**src/rtl/alib_stream_fifo_pkg.sv**
```systemverilog
// Shared types and constants for the ALFA stream FIFO.
// Read-mode constants, pointer/level width helpers, handshake op decode.
package alib_stream_fifo_pkg;

  localparam bit MODE_FWFT = 1'b1;
  localparam bit MODE_REG  = 1'b0;

  typedef enum logic [1:0] {
    OP_IDLE = 2'b00,
    OP_PUSH = 2'b01,
    OP_POP  = 2'b10,
    OP_BOTH = 2'b11
  } fifo_op_e;

  function automatic int ptr_w(input int depth);
    return (depth > 1) ? $clog2(depth) : 1;
  endfunction

  function automatic int lvl_w(input int depth);
    return $clog2(depth + 1);
  endfunction

  function automatic fifo_op_e fifo_op(
    input logic push,
    input logic pop
  );
    return fifo_op_e'({pop, push});
  endfunction

endpackage

```
**src/rtl/alib_fifo_ptr.sv**
```systemverilog
// Wrapping index counter 0..DEPTH-1, safe for any DEPTH >= 2.
// Ports: clk, rst, clr (sync clear), inc (advance), ptr (registered index).
module alib_fifo_ptr
  import alib_stream_fifo_pkg::*;
#(
  parameter int DEPTH = 16,
  localparam int PW = ptr_w(DEPTH)
) (
  input  logic          clk,
  input  logic          rst,
  input  logic          clr,
  input  logic          inc,
  output logic [PW-1:0] ptr
);

  localparam logic [PW-1:0] LAST = PW'(DEPTH - 1);

  always_ff @(posedge clk) begin
    if (rst || clr) begin
      ptr <= '0;
    end else if (inc) begin
      ptr <= (ptr == LAST) ? '0 : ptr + 1'b1;
    end
  end

endmodule

```
**src/rtl/alib_stream_fifo.sv**
```systemverilog
// Circular stream FIFO with valid/ready on both sides, FWFT or registered read.
// Ports: clk, rst, flush; in_* write side; out_* read side; level, almost_full/empty flags.
module alib_stream_fifo
  import alib_stream_fifo_pkg::*;
#(
  parameter int WIDTH     = 8,
  parameter int DEPTH     = 16,
  parameter bit FWFT      = 1'b1,
  parameter int AF_THRESH = DEPTH - 2,
  parameter int AE_THRESH = 2,
  localparam int PW = ptr_w(DEPTH),
  localparam int LW = lvl_w(DEPTH)
) (
  input  logic             clk,
  input  logic             rst,
  input  logic             flush,
  input  logic [WIDTH-1:0] in_data,
  input  logic             in_valid,
  output logic             in_ready,
  output logic [WIDTH-1:0] out_data,
  output logic             out_valid,
  input  logic             out_ready,
  output logic [LW-1:0]    level,
  output logic             almost_full,
  output logic             almost_empty
);

  if (DEPTH < 2) begin : g_bad_depth
    $error("alib_stream_fifo: DEPTH must be >= 2");
  end
  if (AF_THRESH > DEPTH) begin : g_bad_af
    $error("alib_stream_fifo: AF_THRESH must be <= DEPTH");
  end
  if (AE_THRESH >= DEPTH) begin : g_bad_ae
    $error("alib_stream_fifo: AE_THRESH must be < DEPTH");
  end

  localparam logic [LW-1:0] FULL = LW'(DEPTH);
  localparam logic [LW-1:0] AF_L = LW'(AF_THRESH);
  localparam logic [LW-1:0] AE_L = LW'(AE_THRESH);

  logic [WIDTH-1:0] mem [DEPTH];
  logic [PW-1:0]    head;
  logic [PW-1:0]    tail;
  logic             has_data;
  logic             push;
  logic             pop;
  logic             kill;
  fifo_op_e         op;

  // rst/flush win over any handshake in the same cycle
  assign kill     = rst | flush;
  assign in_ready = (level != FULL);
  assign has_data = (level != '0);
  assign push     = in_valid & in_ready;
  assign pop      = out_ready & has_data;
  assign op       = fifo_op(push, pop);

  alib_fifo_ptr #(.DEPTH(DEPTH)) u_head (
    .clk (clk),
    .rst (rst),
    .clr (flush),
    .inc (push),
    .ptr (head)
  );

  alib_fifo_ptr #(.DEPTH(DEPTH)) u_tail (
    .clk (clk),
    .rst (rst),
    .clr (flush),
    .inc (pop),
    .ptr (tail)
  );

  always_ff @(posedge clk) begin
    if (push && !kill) begin
      mem[head] <= in_data;
    end
  end

  always_ff @(posedge clk) begin
    if (kill) begin
      level <= '0;
    end else begin
      unique case (op)
        OP_PUSH: level <= level + 1'b1;
        OP_POP:  level <= level - 1'b1;
        default: level <= level;
      endcase
    end
  end

  assign almost_full  = (level >= AF_L);
  assign almost_empty = (level <= AE_L);

  if (FWFT == MODE_FWFT) begin : g_fwft
    assign out_valid = has_data;
    assign out_data  = mem[tail];
  end else begin : g_reg
    logic [WIDTH-1:0] rd_data;
    logic             rd_valid;

    // flush drops the pending pulse but keeps the last word visible
    always_ff @(posedge clk) begin
      if (rst) begin
        rd_data  <= '0;
        rd_valid <= 1'b0;
      end else if (flush) begin
        rd_valid <= 1'b0;
      end else begin
        rd_valid <= pop;
        if (pop) begin
          rd_data <= mem[tail];
        end
      end
    end

    assign out_valid = rd_valid;
    assign out_data  = rd_data;
  end

endmodule
```
**config.mk**
```make
export PLATFORM = sky130hd
export DESIGN_NAME = alib_stream_fifo
export DESIGN_NICKNAME = d
export VERILOG_FILES = /design/src/rtl/alib_stream_fifo_pkg.sv /design/src/rtl/alib_fifo_ptr.sv /design/src/rtl/alib_stream_fifo.sv
export SDC_FILE = /design/constraint.sdc
export NUM_CORES = 1
export LEC_CHECK = 0
export CAP_MARGIN = 20
export CORE_AREA = 2 2 95 189
export DETAILED_ROUTE_END_ITERATION = 10
export DIE_AREA = 0 0 97 191
export PLACE_DENSITY_LB_ADDON = 0.08
export SYNTH_ARGS = -nofsm -noshare
export SYNTH_HDL_FRONTEND = slang
export SYNTH_HIERARCHICAL = 1
export SYNTH_SLANG_ARGS = --single-unit
```
**constraint.sdc**
```tcl
create_clock -name clk -period 8.4 [get_ports clk]
set_clock_uncertainty 0.1 [all_clocks]
set_input_delay 1.68 -clock clk [delete_from_list [all_inputs] [get_ports clk]]
set_output_delay 1.68 -clock clk [all_outputs]
set_load 0.05 [all_outputs]
```
==> impl_metrics.py <==
metrics = {
    "synthesis": {
        "synth_seq_area_share": 0.714,
        "synth_area_leaders": "edfxtp_1, mux4_2, mux4_1",
        "synthTopCellsByCount": "edfxtp_1, nor2_1, mux4_2",
        "synthDistinctLibCells": 36,
        "synth_top_cell_by_area": "edfxtp_1",
        "synth_edf_count": 128,
        "synth_most_common_cell": "edfxtp_1",
        "postSynthAreaPerCell_um2": 18.5,
        "synth_cells": 311,
        "yosysTopAreaCellShare": 0.668,
        "syn-num-nets": 331,
        "ys.warnings.count": 6,
        "ys.flop_type": "edfxtp_1",
        "ys_ff_latch": 141,
        "syn-cell-area_um2": 5750,
        "synthArstFlopShare": 0,
    },
    "drt": {
        "routed_via_density": 5.11,
        "drc_errors": 0,
        "wl_um": 12000,
        "met1_length_um": 4930,
        "first_pass_iters": 4,
        "post_drt_wl_per_cell_um": 20.7,
        "wl_met2_um": 6530,
        "routed.top_layer": "met4",
        "dr_total_vias": 2951,
        "drt_iter0_drc": 149,
        "drtAntennaViolNets": 0,
        "wl_met3_um": 323,
    },
    "critical_path": {
        "cp-start-kind": "register",
        "reg2reg_slack_ns": 5.31,
        "cp-end-kind": "primary output",
        "crit_required_ns": 6.62,
        "cp_data_arrival_time_ns": 2.98,
        "worstPathMaxFanout": 37,
        "worst-setup-path-type": "register to primary output",
    },
    "global_routing": {
        "grt_pass1_wl_um": 18200,
        "grt_max_degree": 38,
        "track_usage": 0.135,
        "grt_overflow": 0,
        "antenna_found_initial": 0,
        "grt_pass1_vias": 3044,
    },
    "clock_network": {
        "htreeDepth": 4,
        "cts_buffers": 17,
        "clk_latency_ns": 0.41,
        "clock_sinks": 141,
        "holdBufCountCts": 0,
        "cts_resized": 0,
        "post_cts_buffers": 0,
        "cts_tree": "yes",
        "path_clk_slew_ns": 0.06,
        "clockRootBuffer": "clkbuf_16",
        "clock_path_buffers": 2,
    },
    "sta": {
        "timing.final.crit_share": 0.566,
        "timing.final.max_slew_violations": 0,
        "final_hold_viol_count": 0,
        "worst_pin_slew_ns": 0.923,
        "rsz0062_at_grt": "no",
        "fin_setup_tns_ns": 0,
        "fmax_ghz": 0.210,
        "setup_viol": 0,
        "min_period_ns": 4.76,
        "holdWs_ns": 0.438,
        "maxSlewHeadroom": 0.382,
    },
    "pwr": {
        "p_total_mw": 1.60,
        "peakVddDrop_uv": 176,
        "power.density_nw_per_um2": 232,
        "leakagePower_nw": 2.18,
    },
    "place": {
        "place_congestion": 0.716,
        "portBuffers": 29,
        "place_inst": 544,
        "dp_hpwl_um": 7860,
    },
    "floorplan": {
        "ios": 30,
        "die_h_um": 191,
        "die_area_um2": 18500,
        "initial_utilization": 0.336,
        "core_region_area_um2": 17100,
        "fp.dieW_um": 97,
        "rows": 68,
    },
    "finish": {
        "syn2layout_area_growth_pct": 19.6,
        "insertedDiodeCount": 0,
        "layout.nets": 374,
        "drive_gt1_frac": 0.161,
        "instances_no_fill": 577,
    },
    "status": {
        "status": "finished clean",
    },
    "min_path": {
        "hold_class": "register to register",
    },
    "flow_run": {
        "max-cap-violations": 0,
    },
}
==> flip-flops by register name, summed over array words and instances (netlist names) <==
register    count
mem           128
u_tail/ptr      4
u_head/ptr      4
level           5
==> worst max-delay path, cell delays in order, from the launching register on <==
cell             delay [ns]
dfxtp_2                0.31
buf_4                  0.54
mux4_1                 0.64
a22oi_1                0.25
nand2_1                0.09
clkdlybuf4s50_1        0.71
==> cell type report <==
cell class,instances,area [um2]
tap,210,263
clock buffer,20,457
sequential,141,4110
clock inverter,12,163
fill,1529,10200
inverter,5,18.8
multi-input combinational,154,1540
timing repair buffer,35,335
==> layout by cell type (no fill, tap or decap), drive strengths merged <==
| master | n |
|---|---|
| edfxtp | 128 |
| mux4 | 32 |
| clkdlybuf4s50 | 29 |
| nor2 | 26 |
| clkbuf | 21 |
| nand2 | 16 |
| a22oi | 16 |
| dfxtp | 13 |
| nand3 | 8 |
| nor3 | 8 |
| inv | 7 |
| a21oi | 6 |
| ha | 6 |
| nand2b | 5 |
| clkinvlp | 5 |
| buf | 5 |
| xor2 | 4 |
| mux2i | 4 |
| nand4b | 3 |
| bufinv | 3 |
| nor4 | 3 |
| and2 | 2 |
| clkinv | 2 |
| nand3b | 2 |
| a211oi | 2 |
| a41oi | 2 |
| nor2b | 1 |
| and2b | 1 |
| a21boi | 1 |
| nand4 | 1 |
| a2111oi | 1 |
| or2 | 1 |
| a21o | 1 |
| or4 | 1 |
| fa | 1 |
==> per-stage QoR <==
step                cell area, um2   util  worst slack (ns)
floorplan                     5750      -              3.55
global placement              6250  0.366              3.87
detailed placement            6250  0.366              3.75
CTS                           6870  0.402              3.54
global route                  6880  0.402              3.43
finish                        6880  0.402              3.64
==> worst paths after layout <==
| check | startpoint | cells after the start | to |
|---|---|---|---|
| setup / recovery | u_tail/ptr[0]$_SDFFE_PP0P_ | 5 | out_data[7] |
| setup reg to reg | level[0]$_SDFFE_PP0P_ | 10 | level[4]$_SDFFE_PP0P_ |
| hold / removal | level[4]$_SDFFE_PP0P_ | 2 | level[4]$_SDFFE_PP0P_ |
| hold reg to reg | level[4]$_SDFFE_PP0P_ | 2 | level[4]$_SDFFE_PP0P_ |
==> cell families (layout without fill, tap and decap cells) <==
kind of cell    count (synthesis)  count (layout)  share of synthesized area
flops                         141             141                      0.714
simple gates                   78              78                     0.0675
mux                            36              36                      0.141
compound gates                 29              29                     0.0359
buf+inv                        16              72                     0.0189
fa+ha+maj                       7               7                     0.0165
xor+xnor                        4               4                    0.00609
==> layer usage <==
layer	up-vias	track usage
met5	-	0
met4	0	0.0536
met3	15	0.0274
met2	50	0.244
met1	1521	0.157
li1	1365	-
==> power breakdown <==
group	internal (mW)	total, mW	switching [mW]	leakage [nW]
registers	0.768	0.770	0.00235	1.26
clock network	0.485	0.766	0.280	0.285
logic	0.0230	0.0626	0.0396	0.640
total	1.28	1.60	0.322	2.18
Note: power is estimated with default switching activity, not from simulation.
